## src/rtl/seletor_destino_pipe.sv

```systemverilog
// Write-destination select (rt / rd / link) for the pipelined datapath, with a
// stall/flush-aware destination pipeline and decode-stage conflict detection.
module seletor_destino_pipe #(
  parameter int REG_BITS = 5,
  parameter int STAGES   = 3,
  parameter int LINK_REG = 31
) (
  input  logic                clock,
  input  logic                reset,
  input  logic [REG_BITS-1:0] instrucao20_16,
  input  logic [REG_BITS-1:0] instrucao15_11,
  input  logic [1:0]          controle,
  input  logic                escreve_reg,
  input  logic                avanca,
  input  logic                descarta,
  input  logic [REG_BITS-1:0] fonte_a,
  input  logic [REG_BITS-1:0] fonte_b,
  output logic [REG_BITS-1:0] escrita_registrador,
  output logic [REG_BITS-1:0] destino_wb,
  output logic                escrita_wb,
  output logic                conflito_a,
  output logic                conflito_b,
  output logic [STAGES-1:0]   estagio_a,
  output logic [STAGES-1:0]   estagio_b
);

  logic [STAGES-1:0]               valid_q, valid_d;
  logic [STAGES-1:0][REG_BITS-1:0] dest_q, dest_d;

  logic [REG_BITS-1:0] sel;
  logic                cand_valid;
  logic [REG_BITS-1:0] cand_dest;

  always_comb begin
    sel = '0;
    case (controle)
      2'b00:   sel = instrucao20_16;
      2'b01:   sel = instrucao15_11;
      2'b10:   sel = REG_BITS'(LINK_REG);
      default: sel = '0;
    endcase
    // register 0 is a sink, so it is never tracked as a destination
    cand_valid = escreve_reg & ~descarta & (controle != 2'b11) & (sel != '0);
    cand_dest  = cand_valid ? sel : '0;
  end

  always_comb begin
    valid_d = valid_q;
    dest_d  = dest_q;
    if (avanca) begin
      valid_d[0] = cand_valid;
      dest_d[0]  = cand_dest;
      for (int i = 1; i < STAGES; i++) begin
        valid_d[i] = valid_q[i-1];
        dest_d[i]  = dest_q[i-1];
      end
    end else if (descarta) begin
      valid_d[0] = 1'b0;
      dest_d[0]  = '0;
    end
  end

  always_ff @(posedge clock or posedge reset) begin
    if (reset) begin
      valid_q <= '0;
      dest_q  <= '0;
    end else begin
      valid_q <= valid_d;
      dest_q  <= dest_d;
    end
  end

  // oldest-to-youngest scan so the youngest match wins
  always_comb begin
    estagio_a = '0;
    estagio_b = '0;
    for (int i = STAGES - 1; i >= 0; i--) begin
      if (valid_q[i] && dest_q[i] == fonte_a && fonte_a != '0) begin
        estagio_a    = '0;
        estagio_a[i] = 1'b1;
      end
      if (valid_q[i] && dest_q[i] == fonte_b && fonte_b != '0) begin
        estagio_b    = '0;
        estagio_b[i] = 1'b1;
      end
    end
    conflito_a = |estagio_a;
    conflito_b = |estagio_b;
  end

  assign escrita_registrador = sel;
  assign destino_wb          = dest_q[STAGES-1];
  assign escrita_wb          = valid_q[STAGES-1];

endmodule

```

## config.mk

```make
export PLATFORM = sky130hd
export DESIGN_NAME = seletor_destino_pipe
export DESIGN_NICKNAME = d
export VERILOG_FILES = /design/src/rtl/seletor_destino_pipe.sv
export SDC_FILE = /design/constraint.sdc
export NUM_CORES = 1
export LEC_CHECK = 0
export ABC_AREA = 1
export BUFFER_PORTS_ARGS = -buffer_cell sky130_fd_sc_hd__buf_2
export CAP_MARGIN = 20
export CELL_PAD_IN_SITES_DETAIL_PLACEMENT = 1
export CELL_PAD_IN_SITES_GLOBAL_PLACEMENT = 1
export CORE_ASPECT_RATIO = 1.2
export CORE_MARGIN = 1.5
export CORE_UTILIZATION = 34
export DETAILED_ROUTE_END_ITERATION = 8
export GPL_TIMING_DRIVEN = 0
export MAX_ROUTING_LAYER = met4
export PLACE_DENSITY = 0.8
export SLEW_MARGIN = 20
export SYNTH_ARGS = -nofsm -noshare
export SYNTH_HDL_FRONTEND = slang
export SYNTH_SLANG_ARGS = --single-unit
```

## constraint.sdc

```tcl
create_clock -name clock -period 1.55 [get_ports clock]
set_input_delay 0.3875 -clock clock [delete_from_list [all_inputs] [get_ports clock]]
set_output_delay 0.3875 -clock clock [all_outputs]
set_load 0.02 [all_outputs]
```

# --- Word-level counts from Yosys, hierarchy flattened ---
# Cells that the tools add are included.
# W data, S select, Z words.
totals:
  register_bits: 18
  latch_bits: 0
  ramBits: 0
  rom_bits: 0
  out_inout_bits: 19
  elab_cells: 49
  n_memories: 0
classes:
  addsub: 0
  multipliers: 0
  div_mod_pow: 0
  order_cmp: 0
  eq_ne: 9
  shift: 0
  muxes: 12
  bitwise_logic: 4
  n_reduce_logical: 19
ops:
  columns: ["cell", "n"]
  rows:
  - ["$eq A5 B5 Y1", 6]
  - ["$mux W3", 6]
  - ["$mux W5", 3]
  - ["$pmux W5 S3", 1]
  - ["$reduce_bool A5 Y1", 3]
  - ["$logic_and A1 B1 Y1", 12]
  - ["$reduce_or A3 Y1", 2]
  - ["$and A1 B1 Y1", 3]
  - ["$eq A2 B1 Y1 const B", 1]
  - ["$eq A2 B2 Y1 const B", 1]
  - ["$logic_not A2 Y1", 1]
  - ["$mux W1", 2]
  - ["$ne A2 B2 Y1 const B", 1]
  - ["$reduce_bool A2 Y1", 1]
  - ["$not A1 Y1", 1]

# --- Depth between registers and ports, before layout ---
logic_depth:
  ltp_word: 7
  ltp_mapped: 9
  mapped_depth_nobuf: 9

# --- Worst setup path before layout ---
# OpenSTA, ideal clock, no wires.
synth_path:
  path_kind: "input to output"
  startpoint: "input port fonte_b[2]"
  endpoint: "output port estagio_b[1]"
  arrival_ns: 1.268
  path_slack_ns: -0.106
  path_stages: 7
  path_buffers: 0
  path_cell_list: "inv_1 > nand3_1 > nor2_1 > nor2_1 > nand2_1 > inv_1 > nor2_1"
synth_via:
  elab_chain_len: 5
  elab_cells_between_ends: 9
synth_rtl:
  columns: ["element", "line_no", "source"]
  rows:
  - ["from (decl)", "17", "input logic [REG_BITS-1:0] fonte_b,"]
  - ["$eq A5 B5 Y1", "82", "if (valid_q[i] && dest_q[i] == fonte_b && fonte_b != '0) begin"]
  - ["$logic_and A1 B1 Y1 (2 in series)", "82", null]
  - ["$mux W3", "82", null]
  - ["$mux W3 (*)", "82", null]
  - ["to (decl)", "24", "output logic [STAGES-1:0] estagio_b"]
# Every way passes the cells marked *; elsewhere a longest branch is shown, timed or not.

# --- Worst setup path in the final report ---
layout_path:
  startpoint: "register dest_q[9] (netlist name)"
  endpoint: "output port estagio_a[1]"
layout_via:
  elab_chain_len: 5
layout_rtl:
  columns: ["element", "line_no", "source"]
  rows:
  - ["from (decl)", "28", "logic [STAGES-1:0][REG_BITS-1:0] dest_q, dest_d;"]
  - ["from (signal assigned)", "69", "dest_q <= dest_d;"]
  - ["$eq A5 B5 Y1", "78", "if (valid_q[i] && dest_q[i] == fonte_a && fonte_a != '0) begin"]
  - ["$logic_and A1 B1 Y1 (2 in series)", "78", null]
  - ["$mux W3 (2 in series)", "78", null]
  - ["to (decl)", "23", "output logic [STAGES-1:0] estagio_a,"]
# Every way passes these cells.

==> results.toml <==
[floorplan]
rows = 25
design.core.area_um2 = 3941
die-width_um = 61.71
floorplan.io_pins = 46
initial_utilization = 0.3568
die_h_um = 73.45
die_area_um2 = 4533

[synthesis]
synthesis.area_um2 = 1406
synth_area_leader_cell = "sky130_fd_sc_hd__dfrtp_1"
yosysMostFrequentCell = "sky130_fd_sc_hd__nand2_1"
number_of_enable_type_register_cells_in_the_synthesized_netlist = 0
synth-main-ff-cell = "sky130_fd_sc_hd__dfrtp_1"
seq_area_frac_synth = 0.3203
synth.net_count = 251
yosys_register_bits = 18
syn-mean-instance-area_um2 = 6.278
synth_top_cells_by_area = "sky130_fd_sc_hd__dfrtp_1 (32%), sky130_fd_sc_hd__nand2_1 (19%), sky130_fd_sc_hd__inv_1 (10%)"
synthesis.yosys.warnings = 0
synth.top_cell.area_share = 0.3203
synth_cell_types = 24
instance_count_of_the_mapped_netlist = 224
synth.cells.most_frequent = "sky130_fd_sc_hd__nand2_1 (70), sky130_fd_sc_hd__inv_1 (39), sky130_fd_sc_hd__nor2_1 (24), sky130_fd_sc_hd__dfrtp_1 (18), sky130_fd_sc_hd__o21ai_0 (17)"
async_reset_ff_frac = 1.000

[setup_path]
path_max_fanout = 3
worstSetupStartpointType = "register"
critical_path_class = "reg -> out"
worstPathArrival_ns = 1.49
ff2ff_path_depth = 4
setup.worst_path.end_class = "primary output"
worst_ep_required_time_ns = 1.16

[sta]
timing.final.setup_violations = 8
grt_setup_unrepaired = "yes"
worst_slew_pin_slew_ns = 0.7205
worst_slack_ns = -0.3227
final_min_period_over_clock_period = 1.208
fmaxAchievable_ghz = 0.5340
hold_violations = 0
maxSlewViolCount = 0
setup_tns_ns = -2.272
slew-limit-headroom = 0.5191
timing.clock.skew_ns = 0.001417
layout_min_cycle_time_ns = 1.873

[final_layout]
fraction_of_final_layout_cells_sized_beyond_drive_strength_1 = 0.3513
n_antenna_cell = 0
syn_to_final_growth_pct = 36.74
fin_area_um2 = 1923
design.final.nets = 307

[clocking]
worst_skew_pair.late_latency_ns = 0.25
cts-buffers-inserted = 3
ctsLongestPathBuffers = 2
cts.clk_slew.worst_paths_ns = 0.07
cts_root_buf = "sky130_fd_sc_hd__clkbuf_8"
htreeDepth = 1
cts_tree = "done"
clock_sinks = 18

[routing]
drt_first_pass_iters = 4
route.antenna.remaining_nets = 0
avgViaCountPerCell = 4.817
first_iter_violations = 28
detail_route.drc_violations = 0
route.detailed.wl_per_inst_um = 13.28
routed_wl_um = 4421
detailroute.via_count = 1604

[place]
place_hpwl_um = 3364
finalWeightedCongestion = 0.8275
pre_cts_slack_ns = -0.2925
port_buffers = 44
post_dp_cell_area_um2 = 1704

[pwr]
power.share.sequential = 0.418
peak_supply_drop_v = 0.0002660
switching_share_of_power = 0.3179
internal-power_w = 0.0008603
design_power_total_w = 0.001261
net-switching-power_w = 0.0004010
pwr-share-comb = 0.273
power.share.clock = 0.309
p_per_area_nw_per_um2 = 655.9
static-leakage-power_nw = 1.036

[job]
cap_violations = 0

[run_status]
status = "finished, violations left"
failed_checks = "negative setup slack"

[worst_hold_path]
min_path_type = "in -> async"

[grt]
grt_overflow_total = 0
grt_start_max_net_pins = 19
first_pass_grt_wire_length_um = 7238
initial_antenna_violation_count = 0
grt_pass1_vias = 1659
grt_util_all_layers = 0.2184
-- registers in the layout, indices dropped and copies added (netlist names) --
signal,flops
dest_q,10
destino_wb,5
valid_q,3
-- power by group through the flow --
stage                     sequential [W]  combinational, W  clock (W)
after global placement          0.000532          0.000303          0
after CTS                       0.000524          0.000328   0.000397
after detailed placement        0.000533          0.000310          0
after global routing            0.000531          0.000388   0.000417
after floorplan                 0.000525          0.000199          0
final                           0.000527          0.000345   0.000389
-- cells by family after synthesis --
logic type	after synthesis	synth area share
flops	18	0.3203
simple gates	117	0.3488
buf+inv	48	0.1468
compound gates	29	0.1094
xor+xnor	12	0.07473
-- metal layers --
layer	global-route usage	wire [um]	up-vias
met5	-	0	-
met4	0.07565	103	0
met3	0.01761	133	8
met2	0.4082	2410	48
met1	0.2317	1774	757
li1	-	-	791
-- what timing repair did --
action	CTS	global route
endpoints found under the setup margin	8	9
pin swaps	15	17
setup buffers	4	3
gates resized for setup	22	21
hold buffers	0	0
-- area by class of cell --
cell class	count	area [um2]
timing repair buffer	51	311.5
tap	54	67.56
fill	557	2018
inverter	40	150.1
clock buffer	4	55.05
multi-input combinational	158	823.3
sequential	18	459.2
buffer	8	56.30
-- per-stage QoR --
stage | std cells | hold slack [ns] | utilization
6_report | 333 | 0.2430 | 0.4879
4_1_cts | 330 | 0.2693 | 0.4679
3_3_place_gp | 322 | 0.4673 | 0.4324
3_5_place_dp | 322 | 0.4819 | 0.4324
2_1_floorplan | 224 | 0.3261 | -
5_1_grt | 333 | 0.2965 | 0.4879
-- path summary, 6_finish.rpt --
path,startpoint,to,slack [ns]
hold reg to reg,valid_q[1]$_DFFE_PP0P_,valid_q[2]$_DFFE_PP0P_,0.50
hold / removal,reset,dest_q[4]$_DFFE_PP0P_,0.24
setup / recovery,dest_q[9]$_DFFE_PP0P_,estagio_a[1],-0.32
setup reg to reg,dest_q[9]$_DFFE_PP0P_,dest_q[9]$_DFFE_PP0P_,0.58
min in group clock,descarta,dest_q[2]$_DFFE_PP0P_,0.41
max in group asynchronous,reset,dest_q[6]$_DFFE_PP0P_,0.81
-- worst max-delay path, stage by stage (launching register included) --
cell and delay (ns):
sky130_fd_sc_hd__dfrtp_2 0.45, sky130_fd_sc_hd__xnor2_1 0.17, sky130_fd_sc_hd__nand2_1 0.09, sky130_fd_sc_hd__nor2_1 0.13
sky130_fd_sc_hd__nand2_1 0.11, sky130_fd_sc_hd__nor2_1 0.12, sky130_fd_sc_hd__buf_4 0.16
-- cells in the final DEF (no fill, tap or decap), drive strengths merged --
cell type	n
nand2	73
buf	58
inv	40
nor2	27
o21ai	19
dfrtp	18
nand3	12
xnor2	7
xor2	5
clkbuf	5
a21oi	5
o22ai	3
nand4	3
o211ai	2
or2	1
nor3	1
Power figures use the tool's default switching activity.
